$ cat src/rtl/instruction_fetch_q_pkg.sv
// Shared definitions for the instruction fetch unit: redirect mode encoding and fetch step.
// Latency: n/a (types and constants only).
// Backpressure: n/a.
package instruction_fetch_q_pkg;

    // Next-PC selection carried on redirect_mode.
    typedef enum logic [1:0] {
        NPC_SEQ    = 2'b00,
        NPC_BRANCH = 2'b01,
        NPC_JUMP   = 2'b10,
        NPC_JR     = 2'b11
    } npc_mode_t;

    // Byte distance between consecutive instruction words.
    localparam int PC_STEP = 4;

    // A redirect only takes effect for a non-sequential mode.
    function automatic logic redirect_taken(input logic valid, input logic [1:0] mode);
        return valid && (npc_mode_t'(mode) != NPC_SEQ);
    endfunction

endpackage

$ cat src/rtl/instruction_fetch_q_fetch_queue.sv
// Synchronous FIFO holding {pc, instruction} entries between fetch and decode.
// Latency: a push is visible at the head on the next cycle; flush empties it in one cycle.
// Backpressure: push ignored when full, pop ignored when empty; flush overrides both.
// Ports: clk/rst (async active-high), push/push_data, pop, flush, head, full, empty, count.
module fetch_queue #(
    parameter int WIDTH = 64,
    parameter int DEPTH = 4
) (
    input  logic                     clk,
    input  logic                     rst,
    input  logic                     push,
    input  logic [WIDTH-1:0]         push_data,
    input  logic                     pop,
    input  logic                     flush,
    output logic [WIDTH-1:0]         head,
    output logic                     full,
    output logic                     empty,
    output logic [$clog2(DEPTH):0]   count
);

    localparam int AW = $clog2(DEPTH);
    localparam int CW = AW + 1;

    logic [WIDTH-1:0] mem [DEPTH];
    logic [AW-1:0]    wr_ptr;
    logic [AW-1:0]    rd_ptr;
    logic             do_push;
    logic             do_pop;

    assign full    = (count == CW'(DEPTH));
    assign empty   = (count == '0);
    assign do_push = push && !full && !flush;
    assign do_pop  = pop && !empty && !flush;
    assign head    = mem[rd_ptr];

    // Pointers wrap naturally because DEPTH is a power of two.
    always_ff @(posedge clk or posedge rst) begin
        if (rst) begin
            wr_ptr <= '0;
            rd_ptr <= '0;
            count  <= '0;
        end else if (flush) begin
            wr_ptr <= '0;
            rd_ptr <= '0;
            count  <= '0;
        end else begin
            if (do_push) begin
                wr_ptr <= wr_ptr + AW'(1);
            end
            if (do_pop) begin
                rd_ptr <= rd_ptr + AW'(1);
            end
            case ({do_push, do_pop})
                2'b10:   count <= count + CW'(1);
                2'b01:   count <= count - CW'(1);
                default: count <= count;
            endcase
        end
    end

    // Storage needs no reset: an entry is only read after it has been written.
    always_ff @(posedge clk) begin
        if (do_push) begin
            mem[wr_ptr] <= push_data;
        end
    end

endmodule

$ cat src/rtl/instruction_fetch_q.sv
// Fetch unit: owns the fetch PC, issues one word request at a time and queues {pc, instr} for decode.
// Latency: memory latency (>=1) from request to queue push, plus one cycle to appear at the head.
// Backpressure: decode stalls via instr_ready; issue stops once queued + in-flight reaches QDEPTH.
// Ports: clk, start_up (async active-high reset); imem_req/imem_addr/imem_rvalid/imem_rdata to memory;
//        instr_valid/instr_ready/instruction/instr_pc to decode; redirect_* from execute.
module instruction_fetch_q
    import instruction_fetch_q_pkg::*;
#(
    parameter int                ADDR_W   = 32,
    parameter logic [ADDR_W-1:0] RESET_PC = ADDR_W'(32'h0040_0020),
    parameter int                QDEPTH   = 4
) (
    input  logic              clk,
    input  logic              start_up,
    output logic              imem_req,
    output logic [ADDR_W-1:0] imem_addr,
    input  logic              imem_rvalid,
    input  logic [31:0]       imem_rdata,
    output logic              instr_valid,
    input  logic              instr_ready,
    output logic [31:0]       instruction,
    output logic [ADDR_W-1:0] instr_pc,
    input  logic              redirect_valid,
    input  logic [1:0]        redirect_mode,
    input  logic [ADDR_W-1:0] redirect_pc,
    input  logic [25:0]       redirect_imm,
    input  logic [ADDR_W-1:0] redirect_reg
);

    localparam int CW = $clog2(QDEPTH) + 1;
    localparam int EW = ADDR_W + 32;
    // Region bits a jump keeps from pc+4; everything below bit 28 comes from the immediate.
    localparam logic [ADDR_W-1:0] JMP_KEEP_MASK = ~ADDR_W'(28'hFFF_FFFF);
    localparam logic [ADDR_W-1:0] WORD_MASK     = ~ADDR_W'(3);

    logic [ADDR_W-1:0] fetch_pc;
    logic [ADDR_W-1:0] req_pc;
    logic              busy;
    logic              drop;

    logic              redirect;
    logic              issue;
    logic              rsp;
    logic              push;
    logic              pop;
    logic              q_full;
    logic              q_empty;
    logic [CW-1:0]     count;
    logic [EW-1:0]     q_head;

    logic [ADDR_W-1:0] pc4;
    logic [ADDR_W-1:0] br_off;
    logic [ADDR_W-1:0] jmp_low;
    logic [ADDR_W-1:0] target;

    // Mode 00 with redirect_valid is treated as no redirect at all: no flush and no issue bubble.
    assign redirect = redirect_taken(redirect_valid, redirect_mode);

    // ---------------- redirect target ----------------
    assign pc4     = redirect_pc + ADDR_W'(PC_STEP);
    assign br_off  = {{(ADDR_W-18){redirect_imm[15]}}, redirect_imm[15:0], 2'b00};
    assign jmp_low = ADDR_W'({redirect_imm, 2'b00});

    always_comb begin
        target = fetch_pc;
        case (npc_mode_t'(redirect_mode))
            NPC_BRANCH: target = pc4 + br_off;
            NPC_JUMP:   target = (pc4 & JMP_KEEP_MASK) | jmp_low;
            NPC_JR:     target = redirect_reg & WORD_MASK;
            default:    target = fetch_pc;
        endcase
    end

    // ---------------- request issue ----------------
    // Occupancy counts the in-flight word so a returning response always has a free slot.
    // Only registered state feeds this, keeping instr_ready off the request path.
    assign issue = !start_up && !redirect && (!busy || imem_rvalid)
                   && ((count + CW'(busy)) < CW'(QDEPTH));

    assign imem_req  = issue;
    assign imem_addr = fetch_pc & WORD_MASK;

    // Responses arriving with nothing outstanding are ignored.
    assign rsp  = busy && imem_rvalid;
    assign push = rsp && !drop && !redirect && !q_full;
    assign pop  = instr_valid && instr_ready;

    always_ff @(posedge clk or posedge start_up) begin
        if (start_up) begin
            fetch_pc <= RESET_PC;
            req_pc   <= RESET_PC;
            busy     <= 1'b0;
            drop     <= 1'b0;
        end else if (redirect) begin
            fetch_pc <= target;
            // A response landing now is simply discarded; one still in flight must be dropped later.
            busy     <= busy && !imem_rvalid;
            drop     <= busy && !imem_rvalid;
        end else begin
            if (issue) begin
                fetch_pc <= fetch_pc + ADDR_W'(PC_STEP);
                req_pc   <= fetch_pc;
                busy     <= 1'b1;
            end else if (rsp) begin
                busy     <= 1'b0;
            end
            if (rsp) begin
                drop     <= 1'b0;
            end
        end
    end

    // ---------------- decode queue ----------------
    fetch_queue #(
        .WIDTH (EW),
        .DEPTH (QDEPTH)
    ) u_queue (
        .clk       (clk),
        .rst       (start_up),
        .push      (push),
        .push_data ({req_pc, imem_rdata}),
        .pop       (pop),
        .flush     (redirect),
        .head      (q_head),
        .full      (q_full),
        .empty     (q_empty),
        .count     (count)
    );

    assign instr_valid = !q_empty;
    assign instr_pc    = q_head[EW-1:32];
    assign instruction = q_head[31:0];

endmodule

$ cat config.mk
export PLATFORM = sky130hd
export DESIGN_NAME = instruction_fetch_q
export DESIGN_NICKNAME = d
export VERILOG_FILES = /design/src/rtl/instruction_fetch_q_pkg.sv /design/src/rtl/instruction_fetch_q_fetch_queue.sv /design/src/rtl/instruction_fetch_q.sv
export SDC_FILE = /design/constraint.sdc
export NUM_CORES = 1
export LEC_CHECK = 0
export CELL_PAD_IN_SITES_DETAIL_PLACEMENT = 0
export CELL_PAD_IN_SITES_GLOBAL_PLACEMENT = 1
export CORE_ASPECT_RATIO = 1.5
export CORE_MARGIN = 4
export CORE_UTILIZATION = 40
export DETAILED_ROUTE_END_ITERATION = 6
export PLACE_DENSITY = 0.76
export SLEW_MARGIN = 10
export SYNTH_ARGS = -nofsm -noshare
export SYNTH_HDL_FRONTEND = slang
export SYNTH_SLANG_ARGS = --single-unit
export TNS_END_PERCENT = 1
$ cat constraint.sdc
create_clock -name clk -period 3.65 [get_ports clk]
set_input_delay 0.73 -clock clk [delete_from_list [all_inputs] [get_ports clk]]
set_output_delay 0.73 -clock clk [all_outputs]
set_load 0.01 [all_outputs]
### Word-level counts from Yosys, hierarchy flattened

Memory sizes are Yosys's and may differ from the RTL's.
Index checks and enable logic that the tools add are counted.
Widths: inputs -> output; s select.

* flip-flop bits (word level): 73
* bits in writable memories: 256
* output and inout port bits: 98
* word-level logic and storage cells: 73
* memories: 1

* add/sub/neg operators: 8
* order comparisons: 1
* equality and inequality tests: 7
* mux-type cells: 15
* bitwise operators: 2
* reduce and logical (&&, ||, !) cells: 32

Memory list
* u_queue.mem: depth 4, width 64, read ports 1, clocked after Yosys merged registers in 0, wr ports 1, RTL line instruction_fetch_q_fetch_queue.sv:24 `logic [WIDTH-1:0] mem [DEPTH];`

Operators by type and width (count)
* $pmux 32 s3: 1
* $add 32x3->32 const B: 2
* $mux 32: 2
* $add 32x32->32: 1
* $or 32x28->32: 1
* $logic_and 1x1->1: 14
* $reduce_bool 2->1: 5
* $mux 2: 4
* $logic_not 1->1: 7
* $eq 2x2->1 const B: 3
* $mux 1: 6
* $pmux 3 s2: 1
* $reduce_bool 3->1: 2
* $add 2x1->2 const B: 2
* $eq 2x1->1 const B: 2
* $ne 4x4->1 const B: 1
* $reduce_and 2->1: 2
* $add 3x1->3: 1
* $add 3x1->3 const B: 1
* $eq 3x3->1 const B: 1
* $logic_not 3->1: 1
* $lt 3x3->1 const B: 1
* $mux 3: 1
* $sub 3x1->3 const B: 1
* other kinds (2): 2

### Logic depth before layout (Yosys ltp)

Gate-level depths: netlist of run 1.

* word-level depth: 10
* gate-level depth with buffers: 16
* gate-level depth less buffers: 16

### Hierarchy

Synthesis of run 1 repeated with hierarchy kept, for this count alone.

* cells, all modules: 1169
* area total of the unflattened synthesis: 15875.2 µm²

By module, submodules not included
* fetch_queue: instances 1, cells an instance 401, area each 9811.9 µm², sequential area each 7862.5 µm²
* instruction_fetch_q: instances 1, cells an instance 768, area each 6063.3 µm², sequential area each 1656.6 µm²

### Worst setup path before layout of run 1

No wires, ideal clock.

* path type: input to register
* from: input port redirect_mode[1]
* to: memory u_queue.mem[0][0], enable pin
* setup time: 0.429 ns
* arrival: 3.583 ns
* data required time: 3.221 ns
* path slack: -0.362 ns
* cell stages on the path: 7
* path buffers: 2
* path through: inv_1 > ha_1 > nor2b_1 > clkbuf_1 > a2111oi_0 > clkbuf_1 > and2_1

* cells in the longest elaborated chain, start to end: 9

Ends and longest elaborated chain
* start, declared: RTL line instruction_fetch_q.sv:24 `input logic [1:0] redirect_mode,`
* $reduce_bool 2->1 *: RTL line instruction_fetch_q_pkg.sv:19 `return valid && (npc_mode_t'(mode) != NPC_SEQ);`
* $logic_and 1x1->1 *: RTL line instruction_fetch_q_pkg.sv:19
* $logic_not 1->1 *: RTL line instruction_fetch_q_fetch_queue.sv:32, instruction_fetch_q.sv:85
* $logic_and 1x1->1 (2 in a row): RTL line instruction_fetch_q.sv:85 `assign push = rsp && !drop && !redirect && !q_full;`
* $logic_and 1x1->1: RTL line instruction_fetch_q_fetch_queue.sv:32 `assign do_push = push && !full && !flush;`
* $logic_and 1x1->1 *: RTL line instruction_fetch_q_fetch_queue.sv:32
* $mux 1 *: RTL line instruction_fetch_q_fetch_queue.sv:63 `if (do_push) begin`
* $mux 1 (not written as such) *: RTL line instruction_fetch_q_fetch_queue.sv:64 `mem[wr_ptr] <= push_data;`
* end, declared: RTL line instruction_fetch_q_fetch_queue.sv:24

Mark *: on every way between the ends. The rest lies on a longest branch, timed or not.

### Worst setup path after layout of run 1

* from: input port redirect_pc[11]
* to: register fetch_pc[25]

* cells in the longest elaborated chain, start to end: 4

Ends and longest elaborated chain
* start, declared: RTL line instruction_fetch_q.sv:25 `input logic [ADDR_W-1:0] redirect_pc,`
* $add 32x3->32: RTL line instruction_fetch_q.sv:60 `assign pc4 = redirect_pc + ADDR_W'(PC_STEP);`
* $add 32x32->32: RTL line instruction_fetch_q.sv:67 `NPC_BRANCH: target = pc4 + br_off;`
* $pmux 32 s3: RTL line instruction_fetch_q.sv:66 `case (npc_mode_t'(redirect_mode))`
* $mux 32: RTL line instruction_fetch_q.sv:94 `end else if (redirect) begin`
* end signal, assigned: RTL line instruction_fetch_q.sv:95 `fetch_pc <= target;`
* end signal, assigned: RTL line instruction_fetch_q.sv:101 `fetch_pc <= fetch_pc + ADDR_W'(PC_STEP);`
* end, declared: RTL line instruction_fetch_q.sv:36 `logic [ADDR_W-1:0] fetch_pc;`

Every way passes these cells.
A chain may end at the register's enable or synchronous reset.

==> key figures, run 1 <==
STA
  – Slew margin rel.: 56.82%
  – Clock skew: 22.16 ps
  – Period utilisation layout: 95.03%
  – Peak Freq: 288.3 MHz
  – Max-slew violations: 0
  – Final min period: 3468 ps
  – Final Hold Viols: 0
  – # setup viols final: 0
  – Slew @ Worst Pin: 647.0 ps

Setup path
  – Startpoint Class: input port
  – CP Max Fanout: 3
  – Arrival @ worst endpoint: 3900 ps
  – Worst Path Required: 4080 ps
  – Worst setup EP type: register
  – Critical path class: input port to register

Clock network
  – Clock tree from TritonCTS: built
  – Cts bufs inserted: 27
  – Clk_lat worst skew: 550 ps
  – CTS Root Cell: clkbuf_16
  – Clk sinks: 329
  – H-tree depth: 1
  – CTS max path bufs: 3
  – Clock-pin slew on the worst setup and hold paths: 70 ps
  – CTS Hold Buffers Added: 0

Global routing
  – Congestion Overflow GR: 0
  – Largest net degree at the start of global routing: 46
  – Tot GR Track Use: 18.55%
  – Vias in the first global route: 11370
  – First-pass GRT wire length: 62.44 mm
  – Initial antenna violation count: 0

Cells and area
  – Multi-input logic area: 5857 um^2
  – Register area: 9527 um^2
  – Final nets: 1703
  – Finished Layout Cells: 2045
  – Layout fillers: 3206
  – Final Util: 53.88%
  – ANT cells: 0
  – Share of layout cells above drive strength 1: 22.97%
  – Area grow syn2layout: 32.77%

Synth
  – FFs w/ async S/R, synth: 22.19%
  – Synthesis warning total: 0
  – Most frequent cells after synthesis: edfxtp_1, nand2_1, dfrtp_1
  – Post-synth EDFFs: 256
  – Post-synthesis sequential area ratio: 60.70%
  – Synth Cell Area: 15680 um^2
  – Synth Flop Type: edfxtp_1
  – Most numerous cell in the Yosys netlist: edfxtp_1
  – Syn avg cell area: 13.36 um^2
  – Cells after synthesis: 1174
  – Synth top area cells: edfxtp_1, dfrtp_1, mux4_2, nand2_1, ha_1
  – Cell taking the most area after synthesis: edfxtp_1
  – FF+latch count, synth: 329
  – Synth unique cells: 68
  – Top cell type's share of synthesized area: 49.02%

Floorplan
  – IO Pins: 227
  – Core area: 38650 um^2
  – Die area: 42500 um^2
  – Chip height: 250.5 um
  – Starting Density: 40.58%
  – Rows: 88
  – Die width: 169.7 um

Drt
  – Via/cell ratio: 5.322
  – WL final: 39.99 mm
  – Iter 0 DRT Violations: 644
  – Routed Antenna Nets: 0
  – First drt pass iteration count: 5
  – Drt wl/cell: 19.56 um
  – Vias: 10880
  – DRC viols: 0

Power
  – Leakage power total: 7.778 nW
  – Cell Pwr Density: 583.1 nW/um^2
  – Max VDD drop: 0.0005914 V

Status
  – Outcome: completed

Flow run
  – Maxcap violations: 0

Placement
  – Routability cong.: 0.8765
  – Detailed placement HPWL: 30.00 mm
  – Placed cells: 1990
  – PortBufs: 222

Worst hold path
  – Hold Crit Class: register to register
## registers in the layout (all words and copies together), names as in the netlist
signal and flops:
busy 1, u_queue.rd_ptr 2, u_queue.wr_ptr 2, drop 1, fetch_pc 32, u_queue.count 3, req_pc 32, u_queue.mem 256
## what timing repair did
action,in CTS,in global routing
endpoints found under the setup margin,6,13
pin swaps,2,30
setup buffers,0,5
resized for setup,9,36
## placed cells by master, fill, tap and decap left out, types with 10 or more instances in the layout
cell / n
a21o_1: 14
a21oi_1: 60
a221oi_1: 12
a31oi_1: 10
and3_1: 11
and4_1: 11
buf_12: 13
buf_4: 172
clkbuf_16: 27
clkdlybuf4s50_1: 213
dfrtp_1: 67
edfxtp_1: 256
ha_1: 41
inv_1: 19
mux4_2: 64
nand2_1: 158
nand3_1: 34
nand4_1: 18
nor2_1: 52
nor3_1: 11
o21ai_0: 58
xnor2_1: 30
xor2_1: 19
## layer usage
layer	share of wire, %	vias up	track usage [%]
li1	-	5166	-
met1	39	5331	22.30
met2	53	308	34.11
met3	4.3	78	1.942
met4	3.6	0	6.651
met5	0	-	0
## metrics by stage
| step | cell area, um^2 | power, W | worst slack [ps] | TNS [ps] | hold slack (ps) |
|---|---|---|---|---|---|
| after floorplan | 15690 | 0.007349 | -361.5 | -69470 | 438.6 |
| after global placement | 19650 | 0.009186 | -624.1 | -7620 | 451.2 |
| after detailed placement | 19650 | 0.009282 | -660.7 | -8444 | 466.3 |
| after CTS | 20630 | 0.01228 | -22.19 | -42.75 | 485.9 |
| after global routing | 20820 | 0.01283 | -35.83 | -35.83 | 504.5 |
| final | 20820 | 0.01214 | 181.6 | 0 | 482.8 |
## logic make-up (layout without fill, tap and decap cells)
group	count (synthesis)	count (layout)	synth area share, %
and+or+nand+nor	344	344	10.15
DFF	329	329	60.70
muxes	68	68	9.462
buffers and inverters	103	478	3.239
other	1	2	0.02391
xor gates and xnor gates	53	53	2.960
AOI/OAI and AO/OA	231	231	9.782
adders and majority gates	45	45	3.686
## critical path: stages
cell	delay, ps
clkdlybuf4s50_1	480
nand4_1	190
nor3_2	210
buf_4	150
nand4_1	110
xnor2_1	140
ha_1	290
a21o_1	190
a21o_1	180
a21o_1	190
buf_4	140
a211o_1	300
a31oi_2	200
xnor2_1	100
a211o_1	300
## power by group
part	internal, W	leakage, nW	switching (W)
combinational	0.00212	4.17	0.00172
clock	0.00166	0.429	0.00132
sequential	0.00469	3.18	0.000618
## final timing paths
path | cells past startpoint | start | to | slack, ps
setup reg to reg | 9 | fetch_pc[5]$_DFFE_PP1P_ | fetch_pc[31]$_DFFE_PP0P_ | 630
hold / removal | 2 | fetch_pc[0]$_DFFE_PP0P_ | req_pc[0]$_DFFE_PP0P_ | 480
setup / recovery | 15 | redirect_pc[11] | fetch_pc[25]$_DFFE_PP0P_ | 180
hold reg to reg | 2 | fetch_pc[0]$_DFFE_PP0P_ | req_pc[0]$_DFFE_PP0P_ | 480
max in group asynchronous | 3 | start_up | fetch_pc[5]$_DFFE_PP1P_ | 2290
min in group asynchronous | 2 | start_up | req_pc[28]$_DFFE_PP0P_ | 640
## layout make-up
| cell class | count | share of cell area, % |
|---|---|---|
| clock buffers | 27 | 3.245 |
| well taps | 495 | 2.975 |
| multi-input cells | 743 | 28.13 |
| inverters | 20 | 0.3666 |
| flip-flops and latches | 329 | 45.75 |
| repair buffers | 408 | 18.29 |
| clock inverters | 23 | 1.244 |
Power figures use the tool's default switching activity.
==> inputs of run 2 (changes only) <==
--- a/config.mk
+++ b/config.mk
@@ -10,8 +10,9 @@
 export CORE_ASPECT_RATIO = 1.5
 export CORE_MARGIN = 4
 export CORE_UTILIZATION = 40
+export CTS_CLUSTER_DIAMETER = 50
 export DETAILED_ROUTE_END_ITERATION = 6
-export PLACE_DENSITY = 0.76
+export PLACE_DENSITY_LB_ADDON = 0.1
 export SLEW_MARGIN = 10
 export SYNTH_ARGS = -nofsm -noshare
 export SYNTH_HDL_FRONTEND = slang
==> run 2 against run 1 <==
Compared with the run above: first-iteration DRC count is 0.16% lower; sequential share of layout area down 0.10 points; worst hold slack got worse by 18 ps; worst setup slack got worse by 63 ps; sequential power about the same; global-route usage is 1.5 points higher; fmax decreased by 1.8%; utilization grew 0.12 points; power grew 1.4%; critical endpoint is now fetch_pc[30]$_DFFE_PP0P_.
==> key figures, run 2 (synthesized netlist as in run 1, its figures left out) <==
Status
  – Outcome: completed

Worst hold path
  – Hold Crit Class: register to register
  – Hold Startpoint: fetch_pc[0]$_DFFE_PP0P_

Placement
  – Placed cells: 1993 (+0.15%)
  – Detailed placement HPWL: 32.31 mm (+7.7%)
  – PortBufs: 222 (unchanged)
  – Pre-CTS setup slack: -1049 ps (-388.1 ps)
  – Routability cong.: 0.9114 (+4.0%)
  – Area post-placement: 19690 um^2 (+0.23%)

Cells and area
  – Share of layout cells above drive strength 1: 22.62% (-0.35 points)
  – Top Registers: u_queue.mem x256, fetch_pc x32, req_pc x32
  – Finished Layout Cells: 2051 (+0.29%)
  – Post-layout instance area: 20870 um^2 (+0.23%)
  – Max reg flops: 256 (unchanged)
  – Top reg by flops: u_queue.mem
  – Leading cell type in the layout, fill and taps excluded: edfxtp_1
  – ANT cells: 0 (unchanged)
  – Final nets: 1710 (+0.41%)
  – Area grow syn2layout: 33.07%
  – Most frequent cells in the layout: edfxtp_1, clkdlybuf4s50_1, buf_4

Setup path
  – Startpoint Class: input port
  – CP Launch Point: redirect_pc[11]
  – Arrival @ worst endpoint: 3960 ps (+60 ps)
  – CP delay by family, top: simple AND/OR/NAND/NOR gates
  – Cell type of the slowest stage on the worst timing path: clkdlybuf4s50_1
  – R2R Path Start: fetch_pc[3]$_DFFE_PP0P_
  – Slowest Stage Delay on Critical Path: 470 ps (about the same)
  – Worst-path cell chain: clkdlybuf4s50_1 > nand4_1 > buf_4 > nor3_1 > buf_4 > buf_4 > nand2_1 > xnor2_2 > ha_4 > a21oi_2 > nand2_2 > o2111ai_4 > a21oi_2 > a211o_1 > and3_1 > or3_1
  – Worst setup EP type: register
  – Buf/Inv on CP: 4 (+1)
  – Cell mode on critical path: buf_4
  – CP Max Fanout: 5 (+2)
  – Critical path class: input port to register
  – Worst Path Required: 4070 ps (about the same)

Global routing
  – First-pass GRT wire length: 65.92 mm (+5.6%)
  – Largest net degree at the start of global routing: 49 (+6.5%)
  – Initial antenna violation count: 0 (unchanged)
  – Vias in the first global route: 11380 (+0.053%)
  – Congestion Overflow GR: 0 (unchanged)
  – Tot GR Track Use: 20.06% (+1.5 points)

STA
  – Worst hold slack: 465.2 ps (-17.59 ps)
  – Slew margin rel.: 48.51% (-8.3 points)
  – Clock skew: 18.04 ps (-4.130 ps)
  – Period utilisation layout: 96.74% (+1.7 points)
  – Peak Freq: 283.2 MHz (-1.8%)
  – Max-slew violations: 0 (unchanged)
  – Setup WS post-layout: 119.0 ps (-62.59 ps)
  – Final min period: 3531 ps (+62.59 ps)
  – Final Hold Viols: 0 (unchanged)
  – RSZ-0062 raised after global routing: true
  – Slew @ Worst Pin: 771.5 ps (+124.5 ps)
  – # setup viols final: 0 (unchanged)

Drt
  – WL final: 43.04 mm (+7.6%)
  – Wire length on met1: 16.47 mm (+5.0%)
  – Drt wl/cell: 20.98 um (+7.3%)
  – Vias: 10820 (-0.59%)
  – Via/cell ratio: 5.275 (-0.88%)
  – DRC viols: 0 (unchanged)
  – Routed Antenna Nets: 0 (unchanged)
  – Met3 Wirelength: 1.437 mm (-17%)
  – DR WL met2: 23.19 mm (+9.7%)
  – Top Metal Used: met4
  – Iter 0 DRT Violations: 643 (-0.16%)
  – First drt pass iteration count: 5 (unchanged)

Clock network
  – CTS Root Cell: clkbuf_16
  – H-tree depth: 1 (unchanged)
  – Clock tree from TritonCTS: built
  – CTS max path bufs: 3 (unchanged)
  – Clk sinks: 329 (unchanged)
  – Cts bufs inserted: 28 (+3.7%)
  – Clk_lat worst skew: 560 ps (about the same)
  – Clock-pin slew on the worst setup and hold paths: 70 ps (about the same)

Floorplan
  – Starting Density: 40.58% (unchanged)
  – Rows: 88 (unchanged)
  – Die area: 42500 um^2 (unchanged)
  – IO Pins: 227 (unchanged)
  – Core area: 38650 um^2 (unchanged)
  – Die width: 169.7 um (unchanged)
  – Chip height: 250.5 um (unchanged)

Power
  – Leakage power total: 7.804 nW (+0.34%)
  – Max VDD drop: 0.0005010 V (-15%)
  – Cell Pwr Density: 589.7 nW/um^2 (+1.1%)
  – Final total power: 0.01231 W (+1.4%)

Flow run
  – Maxcap violations: 0 (unchanged)
-- run 2: cell types whose count changed in the layout (fill, tap and decap cells not counted), moves of 4 or more --
cell | previous run | this run
dlymetal6s2s_1 | 9 | 4
clkinvlp_4 | 9 | 0
clkbuf_1 | 0 | 6
buf_4 | 172 | 176
dlygate4sd2_1 | 0 | 5
-- run 2: timing repair --
item / 4_1_cts / 5_1_grt
setup endpoints to repair: 15 / 12
resized for setup: 24 / 16
setup buffers: 7 / 1
hold buffers: 0 / 0
pin swaps: 21 / 18
-- run 2: worst reg2reg max path: cells and delay by family, from the launching register on --
kind | cells | cell delay, ps
fa+ha+maj | 1 | 240
simple gates | 6 | 1660
compound gates | 2 | 390
flops | 1 | 460
-- run 2: cell type report --
| class | count | area (um^2) |
|---|---|---|
| Clock inverter | 16 | 227.7 |
| Fill cell | 3280 | 17780 |
| Multi-Input combinational cell | 743 | 5828 |
| Timing Repair Buffer | 414 | 3867 |
| Clock buffer | 34 | 723.2 |
| Sequential cell | 329 | 9527 |
| Tap cell | 495 | 619.3 |
| Inverter | 20 | 76.32 |
-- run 2: path summary, 6_finish.rpt --
check                                            to  depth (start not counted)  slack [ps]
min                           req_pc[0]$_DFFE_PP0P_                          2         470
max reg2reg                fetch_pc[30]$_DFFE_PP0P_                          9         760
min reg2reg                   req_pc[0]$_DFFE_PP0P_                          2         470
max                        fetch_pc[30]$_DFFE_PP0P_                         16         120
min in group asynchronous          busy$_DFFE_PP0P_                          2         650
max in group asynchronous  fetch_pc[22]$_DFFE_PP1P_                          3        2270
-- run 2: through the flow --
step	TNS (ps)	utilization, %
finish	0	54.00
global route	-18.68	54.00
CTS	0	53.80
detailed placement	-13940	50.96
global placement	-13630	50.96
floorplan	-69470	-
-- run 2: where the power goes --
part | total (W) | switching (W) | internal [W]
Sequential | 0.00530 | 0.000600 | 0.00470
Combinational | 0.00393 | 0.00179 | 0.00213
Clock | 0.00308 | 0.00131 | 0.00178
-- run 2: routing by layer --
| layer | GRT usage, % | vias to the layer above |
|---|---|---|
| met2 | 37.51 | 255 |
| met5 | 0 | - |
| met3 | 1.800 | 69 |
| li1 | - | 5193 |
| met4 | 8.746 | 0 |
| met1 | 23.02 | 5302 |
